**src/rtl/dram_pkg.sv**
```systemverilog
// Shared types and default timing values for the DRAM timing controller.
// Optional build macro: DRAM_REF_POSTPONE_EN (refresh postponement counter).
package dram_pkg;

  typedef enum logic [2:0] {
    IDLE,
    ACT_W,
    WR_W,
    RD_W,
    PRE_W,
    REF_W
  } timing_state_t;

  localparam int T_RCD_DEF   = 14;
  localparam int T_CL_DEF    = 16;
  localparam int T_CWL_DEF   = 12;
  localparam int T_BURST_DEF = 4;
  localparam int T_WR_DEF    = 16;
  localparam int T_RP_DEF    = 14;
  localparam int T_RFC_DEF   = 280;
  localparam int T_REFI_DEF  = 6240;
  localparam int CNT_W_DEF   = 16;

endpackage

```
**src/rtl/dram_timing_ctrl_if.sv**
```systemverilog
// Command strobes in, timing pulses and data-path windows out.
// Optional build macro: DRAM_REF_POSTPONE_EN adds ref_urgent.
interface dram_timing_ctrl_if;

  logic act_start;
  logic wr_start;
  logic rd_start;
  logic pre_start;
  logic ref_start;
  logic tACT_done;
  logic tWR_done;
  logic tRD_done;
  logic tPRE_done;
  logic tREF_done;
  logic rf_req;
  logic wr_en;
  logic rd_en;
  logic clear;
  logic busy;
  logic cmd_err;
`ifdef DRAM_REF_POSTPONE_EN
  logic ref_urgent;
`endif

  modport master (
    output act_start, wr_start, rd_start,
    output pre_start, ref_start,
    input  tACT_done, tWR_done, tRD_done,
    input  tPRE_done, tREF_done,
    input  rf_req, wr_en, rd_en, clear,
    input  busy, cmd_err
`ifdef DRAM_REF_POSTPONE_EN
    , input ref_urgent
`endif
  );

  modport slave (
    input  act_start, wr_start, rd_start,
    input  pre_start, ref_start,
    output tACT_done, tWR_done, tRD_done,
    output tPRE_done, tREF_done,
    output rf_req, wr_en, rd_en, clear,
    output busy, cmd_err
`ifdef DRAM_REF_POSTPONE_EN
    , output ref_urgent
`endif
  );

endinterface

```
**src/rtl/dram_refresh_timer.sv**
```systemverilog
// Free-running refresh interval timer and refresh-request tracking.
// Optional build macro: DRAM_REF_POSTPONE_EN (pending counter, ref_urgent).
module dram_refresh_timer
  import dram_pkg::*;
#(
  parameter int T_REFI = T_REFI_DEF,
  parameter int CNT_W  = CNT_W_DEF
) (
  input  logic CLK,
  input  logic RST,
  input  logic ref_start,
`ifdef DRAM_REF_POSTPONE_EN
  output logic ref_urgent,
`endif
  output logic rf_req
);

  logic [CNT_W-1:0] icnt;
  logic             wrap;

  assign wrap = (icnt == CNT_W'(T_REFI - 1));

  always_ff @(posedge CLK) begin
    if (RST)       icnt <= '0;
    else if (wrap) icnt <= '0;
    else           icnt <= icnt + CNT_W'(1);
  end

`ifdef DRAM_REF_POSTPONE_EN
  logic [3:0] pend;

  // wrap and ref_start together cancel out
  always_ff @(posedge CLK) begin
    if (RST) begin
      pend <= '0;
    end else if (wrap && !ref_start) begin
      if (pend != 4'd8) pend <= pend + 4'd1;
    end else if (ref_start && !wrap) begin
      if (pend != 4'd0) pend <= pend - 4'd1;
    end
  end

  assign rf_req     = (pend != 4'd0);
  assign ref_urgent = pend[3];
`else
  logic req;

  // set wins over clear; wraps while pending are dropped
  always_ff @(posedge CLK) begin
    if (RST)            req <= 1'b0;
    else if (wrap)      req <= 1'b1;
    else if (ref_start) req <= 1'b0;
  end

  assign rf_req = req;
`endif

endmodule

```
**src/rtl/dram_timing_ctrl.sv**
```systemverilog
// Op timing FSM: counts command delays, drives done pulses and data windows.
// Optional build macro: DRAM_REF_POSTPONE_EN (forwarded to refresh timer).
module dram_timing_ctrl
  import dram_pkg::*;
#(
  parameter int T_RCD   = T_RCD_DEF,
  parameter int T_CL    = T_CL_DEF,
  parameter int T_CWL   = T_CWL_DEF,
  parameter int T_BURST = T_BURST_DEF,
  parameter int T_WR    = T_WR_DEF,
  parameter int T_RP    = T_RP_DEF,
  parameter int T_RFC   = T_RFC_DEF,
  parameter int T_REFI  = T_REFI_DEF,
  parameter int CNT_W   = CNT_W_DEF
) (
  input logic              CLK,
  input logic              RST,
  dram_timing_ctrl_if.slave bus
);

  // two extra bits hold the summed write delay
  localparam int W = CNT_W + 2;

  localparam logic [W-1:0] D_ACT = W'(T_RCD);
  localparam logic [W-1:0] D_PRE = W'(T_RP);
  localparam logic [W-1:0] D_REF = W'(T_RFC);
  localparam logic [W-1:0] D_RD  = W'(T_CL + T_BURST);
  localparam logic [W-1:0] D_WR  = W'(T_CWL + T_BURST + T_WR);
  localparam logic [W-1:0] R_LO  = W'(T_CL);
  localparam logic [W-1:0] W_LO  = W'(T_CWL);
  localparam logic [W-1:0] W_HI  = W'(T_CWL + T_BURST);

  timing_state_t state, state_n;
  logic [W-1:0]  cnt, cnt_n;
  logic [4:0]    starts;
  logic          term, free, multi, any, accept;

  assign starts = {bus.ref_start, bus.pre_start, bus.act_start,
                   bus.rd_start, bus.wr_start};
  assign any    = |starts;
  assign multi  = |(starts & (starts - 5'd1));

  always_ff @(posedge CLK) begin
    if (RST) begin
      state <= IDLE;
      cnt   <= '0;
    end else begin
      state <= state_n;
      cnt   <= cnt_n;
    end
  end

  always_comb begin
    term    = 1'b0;
    state_n = state;
    cnt_n   = cnt;
    case (state)
      ACT_W:   term = (cnt == D_ACT);
      WR_W:    term = (cnt == D_WR);
      RD_W:    term = (cnt == D_RD);
      PRE_W:   term = (cnt == D_PRE);
      REF_W:   term = (cnt == D_REF);
      default: term = 1'b0;
    endcase
    free   = (state == IDLE) || term;
    accept = free && any && !RST;
    if (accept) begin
      cnt_n = W'(1);
      if (bus.ref_start)      state_n = REF_W;
      else if (bus.pre_start) state_n = PRE_W;
      else if (bus.act_start) state_n = ACT_W;
      else if (bus.rd_start)  state_n = RD_W;
      else                    state_n = WR_W;
    end else if (term) begin
      cnt_n   = '0;
      state_n = IDLE;
    end else if (state != IDLE) begin
      cnt_n = cnt + W'(1);
    end
  end

  assign bus.tACT_done = !RST && term && (state == ACT_W);
  assign bus.tWR_done  = !RST && term && (state == WR_W);
  assign bus.tRD_done  = !RST && term && (state == RD_W);
  assign bus.tPRE_done = !RST && term && (state == PRE_W);
  assign bus.tREF_done = !RST && term && (state == REF_W);
  assign bus.clear     = bus.tRD_done || bus.tWR_done;
  assign bus.busy      = !RST && ((state != IDLE && !term) || accept);
  assign bus.cmd_err   = !RST && any && (!free || multi);
  assign bus.rd_en     = !RST && (state == RD_W) &&
                         (cnt >= R_LO) && (cnt < D_RD);
  assign bus.wr_en     = !RST && (state == WR_W) &&
                         (cnt >= W_LO) && (cnt < W_HI);

  dram_refresh_timer #(
    .T_REFI (T_REFI),
    .CNT_W  (CNT_W)
  ) u_refresh (
    .CLK        (CLK),
    .RST        (RST),
    .ref_start  (bus.ref_start),
`ifdef DRAM_REF_POSTPONE_EN
    .ref_urgent (bus.ref_urgent),
`endif
    .rf_req     (bus.rf_req)
  );

endmodule
```
**src/flat_wrapper.sv**
```systemverilog
// flat-port wrapper written by rule: the top's interface ports become plain ports
module dram_timing_ctrl_flat import dram_pkg::*;
#(
  parameter int T_RCD   = T_RCD_DEF,
  parameter int T_CL    = T_CL_DEF,
  parameter int T_CWL   = T_CWL_DEF,
  parameter int T_BURST = T_BURST_DEF,
  parameter int T_WR    = T_WR_DEF,
  parameter int T_RP    = T_RP_DEF,
  parameter int T_RFC   = T_RFC_DEF,
  parameter int T_REFI  = T_REFI_DEF,
  parameter int CNT_W   = CNT_W_DEF
)
  (CLK, RST, bus_act_start, bus_wr_start, bus_rd_start, bus_pre_start, bus_ref_start, bus_tACT_done, bus_tWR_done, bus_tRD_done, bus_tPRE_done, bus_tREF_done, bus_rf_req, bus_wr_en, bus_rd_en, bus_clear, bus_busy, bus_cmd_err);
  dram_timing_ctrl_if bus_i ();
  input logic CLK;
  input logic RST;
  input wire logic [$bits(bus_i.act_start)-1:0] bus_act_start;
  input wire logic [$bits(bus_i.wr_start)-1:0] bus_wr_start;
  input wire logic [$bits(bus_i.rd_start)-1:0] bus_rd_start;
  input wire logic [$bits(bus_i.pre_start)-1:0] bus_pre_start;
  input wire logic [$bits(bus_i.ref_start)-1:0] bus_ref_start;
  output wire logic [$bits(bus_i.tACT_done)-1:0] bus_tACT_done;
  output wire logic [$bits(bus_i.tWR_done)-1:0] bus_tWR_done;
  output wire logic [$bits(bus_i.tRD_done)-1:0] bus_tRD_done;
  output wire logic [$bits(bus_i.tPRE_done)-1:0] bus_tPRE_done;
  output wire logic [$bits(bus_i.tREF_done)-1:0] bus_tREF_done;
  output wire logic [$bits(bus_i.rf_req)-1:0] bus_rf_req;
  output wire logic [$bits(bus_i.wr_en)-1:0] bus_wr_en;
  output wire logic [$bits(bus_i.rd_en)-1:0] bus_rd_en;
  output wire logic [$bits(bus_i.clear)-1:0] bus_clear;
  output wire logic [$bits(bus_i.busy)-1:0] bus_busy;
  output wire logic [$bits(bus_i.cmd_err)-1:0] bus_cmd_err;
  assign bus_i.act_start = bus_act_start;
  assign bus_i.wr_start = bus_wr_start;
  assign bus_i.rd_start = bus_rd_start;
  assign bus_i.pre_start = bus_pre_start;
  assign bus_i.ref_start = bus_ref_start;
  assign bus_tACT_done = bus_i.tACT_done;
  assign bus_tWR_done = bus_i.tWR_done;
  assign bus_tRD_done = bus_i.tRD_done;
  assign bus_tPRE_done = bus_i.tPRE_done;
  assign bus_tREF_done = bus_i.tREF_done;
  assign bus_rf_req = bus_i.rf_req;
  assign bus_wr_en = bus_i.wr_en;
  assign bus_rd_en = bus_i.rd_en;
  assign bus_clear = bus_i.clear;
  assign bus_busy = bus_i.busy;
  assign bus_cmd_err = bus_i.cmd_err;
  dram_timing_ctrl #(.T_RCD(T_RCD), .T_CL(T_CL), .T_CWL(T_CWL), .T_BURST(T_BURST), .T_WR(T_WR), .T_RP(T_RP), .T_RFC(T_RFC), .T_REFI(T_REFI), .CNT_W(CNT_W)) u_core (.CLK(CLK), .RST(RST), .bus(bus_i));
endmodule
```
**config.mk**
```make
export PLATFORM = sky130hd
export DESIGN_NAME = dram_timing_ctrl_flat
export DESIGN_NICKNAME = d
export VERILOG_FILES = /design/src/rtl/dram_pkg.sv /design/src/rtl/dram_timing_ctrl_if.sv /design/src/rtl/dram_refresh_timer.sv /design/src/rtl/dram_timing_ctrl.sv /design/src/flat_wrapper.sv
export SDC_FILE = /design/constraint.sdc
export NUM_CORES = 1
export LEC_CHECK = 0
export CAP_MARGIN = 15
export CORE_MARGIN = 3
export CORE_UTILIZATION = 57
export CTS_CLUSTER_SIZE = 25
export DETAILED_ROUTE_END_ITERATION = 12
export PLACE_DENSITY_LB_ADDON = 0.1
export SLEW_MARGIN = 20
export SYNTH_ARGS = -nofsm -noshare
export SYNTH_HDL_FRONTEND = slang
export SYNTH_SLANG_ARGS = --single-unit
```
**constraint.sdc**
```tcl
create_clock -name CLK -period 3.27 [get_ports CLK]
set_input_delay 0.8175 -clock CLK [delete_from_list [all_inputs] [get_ports CLK]]
set_output_delay 0.8175 -clock CLK [all_outputs]
set_load 0.02 [all_outputs]
```
[Word level (Yosys, flattened, before mapping)]
Index checks and enable logic that the tools add are counted.
Word-level totals
  output and inout bits: 11
  ROM bits: 0
  input bits: 7
  register bits: 38
  RAM bits: 0
  word-level logic and storage cells: 70
  latch bits: 0
  memories kept: 0
Operators by class
  shifts and indexed selects: 0
  bitwise logic cells: 1
  $lt $le $gt $ge: 4
  eq/ne operators: 10
  multiply operators: 0
  add/sub/neg operators: 3
  multiplexer cells: 12
  reduce and logical (&&, ||, !) cells: 35
  divide/modulo/power cells: 0
Operators by type and width (count)
  $lt 18x5->1 const B: 2
  $add 18x1->18 const B: 1
  $eq 18x4->1 const B: 1
  $eq 18x5->1 const B: 1
  $eq 18x6->1 const B: 1
  $eq 18x9->1 const B: 1
  $ge 18x4->1 const B: 1
  $ge 18x5->1 const B: 1
  $logic_and 1x1->1: 18
  $add 16x1->16 const B: 1
  $eq 16x13->1 const B: 1
  $mux 3: 5
  $reduce_or 5->1: 2
  $eq 3x2->1 const B: 2
  $eq 3x3->1 const B: 2
  $mux 1: 6
  $reduce_bool 3->1: 2
  $and 5x5->5: 1
  $sub 5x1->5 const B: 1
  $logic_or 1x1->1: 4
  $pmux 1 s4: 1
  $reduce_bool 2->1: 2
  $reduce_or 2->1: 2
  $eq 3x1->1 const B: 1
  3 further kinds: 5

[Depth between registers and ports, before layout]
Gate-level depths: netlist (run 1).
  word-level depth: 8
  depth in mapped cells: 7
  depth with buffers taken out: 6

[By module]
A second synthesis (run 1) with hierarchy kept.
Second synthesis, totals
  cells, all modules: 244
  area total of the unflattened synthesis: 2185.8 um^2
Modules (own cells, without submodules)
  dram_timing_ctrl: times used 1, area each 1431.4 um^2, cells each 165, sequential area each 420.4 um^2
  dram_refresh_timer: times used 1, area each 754.5 um^2, cells each 79, sequential area each 340.3 um^2

[Worst setup path after synthesis (run 1)]
Ideal clock, no wire load.
  path kind: register to output
  start: register u_core.cnt[14]
  end: output port bus_tRD_done
  slack: 0.148 ns
  cell stages (with the launch flop): 6
  arrival: 2.304 ns
  buffers on the path: 0
  data required time: 2.453 ns
  cell sequence: dfxtp_1 -> or4_4 -> nor4_4 -> nand4_4 -> a21boi_4 -> nor4b_1
On the way
  longest elaborated chain between the ends: 4
  elaborated cells on any way between the ends: 7
  those cells by class: eq/ne: 4; mux: 1; reduce/logical: 2
Ends and longest elaborated chain
  start, declared: line dram_timing_ctrl.sv:34  | logic [W-1:0] cnt, cnt_n;
  start signal, assigned: line dram_timing_ctrl.sv:49  | cnt <= cnt_n;
  $eq 18x9->1, or another cell as far along: line dram_timing_ctrl.sv:62  | REF_W: term = (cnt == D_REF);
  $pmux 1 s4 (*): line dram_timing_ctrl.sv:57  | case (state)
  $logic_and 1x1->1 (*) (2 in a row): line dram_timing_ctrl.sv:84  | assign bus.tRD_done = !RST && term && (state == RD_W);
  end, declared: line flat_wrapper.sv:25  | output wire logic [$bits(bus_i.tRD_done)-1:0] bus_tRD_done;
Every way passes the cells marked *; elsewhere a longest branch is shown, timed or not.

[Worst setup path in the final report (run 1)]
  start: register u_core.cnt[14]
  end: output port bus_rd_en
On the way
  longest elaborated chain between the ends: 3
  elaborated cells on any way between the ends: 4
  those cells by class: order compare: 2; reduce/logical: 2
Ends and longest elaborated chain
  $ge 18x5->1: line dram_timing_ctrl.sv:91  | (cnt >= R_LO) && (cnt < D_RD);
  $logic_and 1x1->1: line dram_timing_ctrl.sv:90  | assign bus.rd_en = !RST && (state == RD_W) &&
  $logic_and 1x1->1 (*): line dram_timing_ctrl.sv:91
  end, declared: line flat_wrapper.sv:30  | output wire logic [$bits(bus_i.rd_en)-1:0] bus_rd_en;
Marks and branches as above.

==> results of run 1 <==
[how the worst max path moves through the flow]
stage	start	end	slack (ns)
final	u_core.cnt[14]	bus_rd_en	0.04
after global routing	u_core.cnt[14]	bus_busy	-0.07
after CTS	u_core.cnt[10]	bus_tACT_done	0.005
after detailed placement	bus_ref_start	bus_busy	-0.20
after global placement	bus_ref_start	bus_busy	-0.18
after floorplan	u_core.cnt[14]	bus_tRD_done	0.15
[cells by family after synthesis]
group	share of synthesized area, %
flops	36.7
simple gates	34.5
buf+inv	3.68
mux	0.483
xor+xnor	13.1
fa+ha+maj	1.81
compound gates	9.66
[where the power goes]
part / total, mW / internal [mW] / switching [mW]
logic: 0.205 / 0.0878 / 0.117
registers: 0.490 / 0.478 / 0.0117
clock network: 0.263 / 0.103 / 0.160
[cell type report]
| class | count | area [sq um] | share of cell area, % |
|---|---|---|---|
| clock buffer | 6 | 51.3 | 2.05 |
| inverter | 5 | 18.8 | 0.749 |
| sequential | 38 | 761 | 30.3 |
| timing repair buffer | 46 | 345 | 13.8 |
| clock inverter | 2 | 12.5 | 0.499 |
| multi-input combinational | 192 | 1260 | 50.3 |
| tap | 46 | 57.6 | 2.30 |
[placed cells by master, fill, tap and decap left out, drive strengths merged, types with 3 or more instances in the layout]
cell           netlist  routed
a21oi                6       6
and3                 5       5
buf                  5      33
clkbuf               4      11
clkdlybuf4s50        0       7
dfxtp               38      38
ha                   3       3
inv                  5       5
nand2               19      19
nand3               14      14
nand4                7       7
nor2                47      47
nor3                 9       9
nor4                 6       6
nor4b                3       3
o21a                 3       3
or2                  3       3
or4                  5       5
xnor2               12      12
xor2                19      19
[sequential cells by signal, indices dropped and copies added (netlist names)]
| signal | flops |
|---|---|
| u_core.cnt | 18 |
| u_core.state | 3 |
| u_core.u_refresh.icnt | 16 |
| u_core.u_refresh.rf_req | 1 |
[repair_timing]
item | 4_1_cts | 5_1_grt
pin swaps | 2 | 2
gates resized for setup | 23 | 22
buffers inserted | 1 | 0
endpoints found under the setup margin | 10 | 10
[stage by stage]
stage	hold WS (ns)	power (mW)	utilization [%]
after floorplan	0.430	0.641	-
after global placement	0.441	0.688	71.8
after detailed placement	0.450	0.691	71.8
after CTS	0.480	0.958	73.3
after global routing	0.518	1.01	73.4
final	0.476	0.958	73.4
[worst reg2reg max path: cells and delay by family (launching register included)]
kind | cells | cell delay (ns)
DFF | 1 | 0.34
buffers and inverters | 1 | 0.18
AOI/OAI and AO/OA | 1 | 0.29
and+or+nand+nor | 4 | 1.20
[metal layers]
metal / routed length, microns / vias to the layer above / global-route usage (%)
li1: - / 945 / -
met1: 2130 / 859 / 29.8
met2: 1940 / 33 / 31.5
met3: 155 / 7 / 5.27
met4: 44 / 0 / 6.09
met5: 0 / - / 0
==> flow_summary_export.csv, run 1 <==
group,metric,value,unit
outcome,status,"completed",
worst_setup_path,regToRegSetupSlack,1.13,ns
die,dieArea,4390,sq um
yosys,synth-edff-count,0,
timing,fmax,310,MHz
clock_network,clock-root-buffer,"clkbuf_4",
worst_setup_path,max_stage_delay,0.56,ns
timing,hold_viol,0,
min_path,hold_end,"u_core.u_refresh.icnt[0]",
yosys,synthCells,244,
placement,io_buffers,17,
final_layout,final_cells,335,
die,core,3420,sq um
worst_setup_path,slowest_stage,"or4_4",
clock_network,cts_sinks,38,
min_path,min-delay-start,"u_core.u_refresh.icnt[0]",
worst_setup_path,path_cells,"or4_4 -> nor4_4 -> buf_4 -> nand2_1 -> nor3b_1 -> clkdlybuf4s15_1",
min_path,hp-class,"reg2reg",
clock_network,cts_buffers,5,
grt,grt_pass1_wl,7310,microns
die,die_h,66.3,microns
yosys,synth-seq-area-share,36.7,%
worst_setup_path,path_depth,6,
timing,setup_tns,0,ns
power,p_leak,0.954,nW
timing,maxSlewHeadroom,50.0,%
grt,grtUsageTotal,21.1,%
clock_network,h-tree-depth,2,
worst_setup_path,critPathLaunchType,"register",
yosys,yosysMostFrequentCell,"nor2_1",
placement,place_area,2450,sq um
yosys,syn_area,2070,sq um
yosys,syn_nets,254,
worst_setup_path,worst-path-buf-inv,2,
worst_setup_path,path_max_fanout,2,
die,initial_core_util,60.7,%
placement,dp_cells,326,
final_layout,fillers,285,
routing,wl,4280,microns
worst_setup_path,r2r_cells,6,
worst_setup_path,critPathKind,"reg2out",
placement,pre_cts_ws,-0.199,ns
placement,place_hpwl,3050,microns
yosys,synthArstFlopShare,0,%
clock_network,postCtsHoldBufs,0,
power,max-vdd-ir-drop,0.000309,V
yosys,ys_types,53,
clock_network,clkLatencyLatePin,0.34,ns
timing,postLayoutSetupSlackWorst,0.0409,ns
min_path,holdPathStages,1,
flow_run,drv_cap,0,
timing,setup_violations,0,
timing,finalClockSkew,0.00611,ns
routing,drc,0,
die,num_rows,21,
clock_network,cts_tree,"done",
routing,antenna_left,0,
worst_setup_path,r2r-end,"u_core.cnt[4]",
worst_setup_path,end_kind,"output pin",
worst_setup_path,crit-reg2reg-launch,"u_core.cnt[14]",
final_layout,drive_above_1_share,22.5,%
final_layout,stdcell_area,2510,sq um
die,num_io_pins,18,
grt,grt_pass1_vias,1646,
final_layout,num_antenna_cells,0,
grt,antenna_found_initial,0,
placement,gp_congestion,0.790,
timing,slew_viol_final,0,
routing,vias_per_cell,5.50,
routing,num_vias,1844,
yosys,yosysWarnings,0,
final_layout,fin_nets,298,
timing,period_share,98.7,%
worst_setup_path,worstPathArrival,2.41,ns
timing,fin_crit,3.23,ns
yosys,yosysTopAreaCell,"dfxtp_1",
yosys,synth_seq_cells,38,
routing,dr.first_iter.drc_count,138,
yosys,synth.top_cell.area_share,36.7,%
routing,drtPass1Iterations,4,
grt,grt_max_degree,18,
yosys,synth_common_cells,"nor2_1 (47), dfxtp_1 (38), nand2_1 (19), xor2_1 (19), nand3_1 (14)",
routing,wl_per_cell,12.8,microns
yosys,syn_area_per_cell,8.49,sq um
worst_setup_path,cp_top_family,"simple AND/OR/NAND/NOR gates",
clock_network,path_clk_slew,0.12,ns
worst_setup_path,required,2.45,ns
final_layout,area_growth,21.0,%
power,p_per_area,382,nW/um^2
yosys,synth-main-ff-cell,"dfxtp_1",
grt,grt_overflow,0,
timing,worstMarginPinSlew,0.750,ns
timing,rsz0062_at_grt,"true",
clock_network,clock_path_buffers,2,
die,die_w,66.3,microns
yosys,synth_area_leaders,"dfxtp_1 (37%), nor2_1 (8.5%), xor2_1 (8.0%)",
(Power assumes the default switching activity.)
==> run 2, diff against run 1 <==
--- a/config.mk
+++ b/config.mk
@@ -8,6 +8,7 @@
 export CAP_MARGIN = 15
 export CORE_MARGIN = 3
 export CORE_UTILIZATION = 57
+export CTS_CLUSTER_DIAMETER = 50
 export CTS_CLUSTER_SIZE = 25
 export DETAILED_ROUTE_END_ITERATION = 12
 export PLACE_DENSITY_LB_ADDON = 0.1
==> results of run 2 <==
No change in the layout: final DEF, timing and power equal those of run 1.
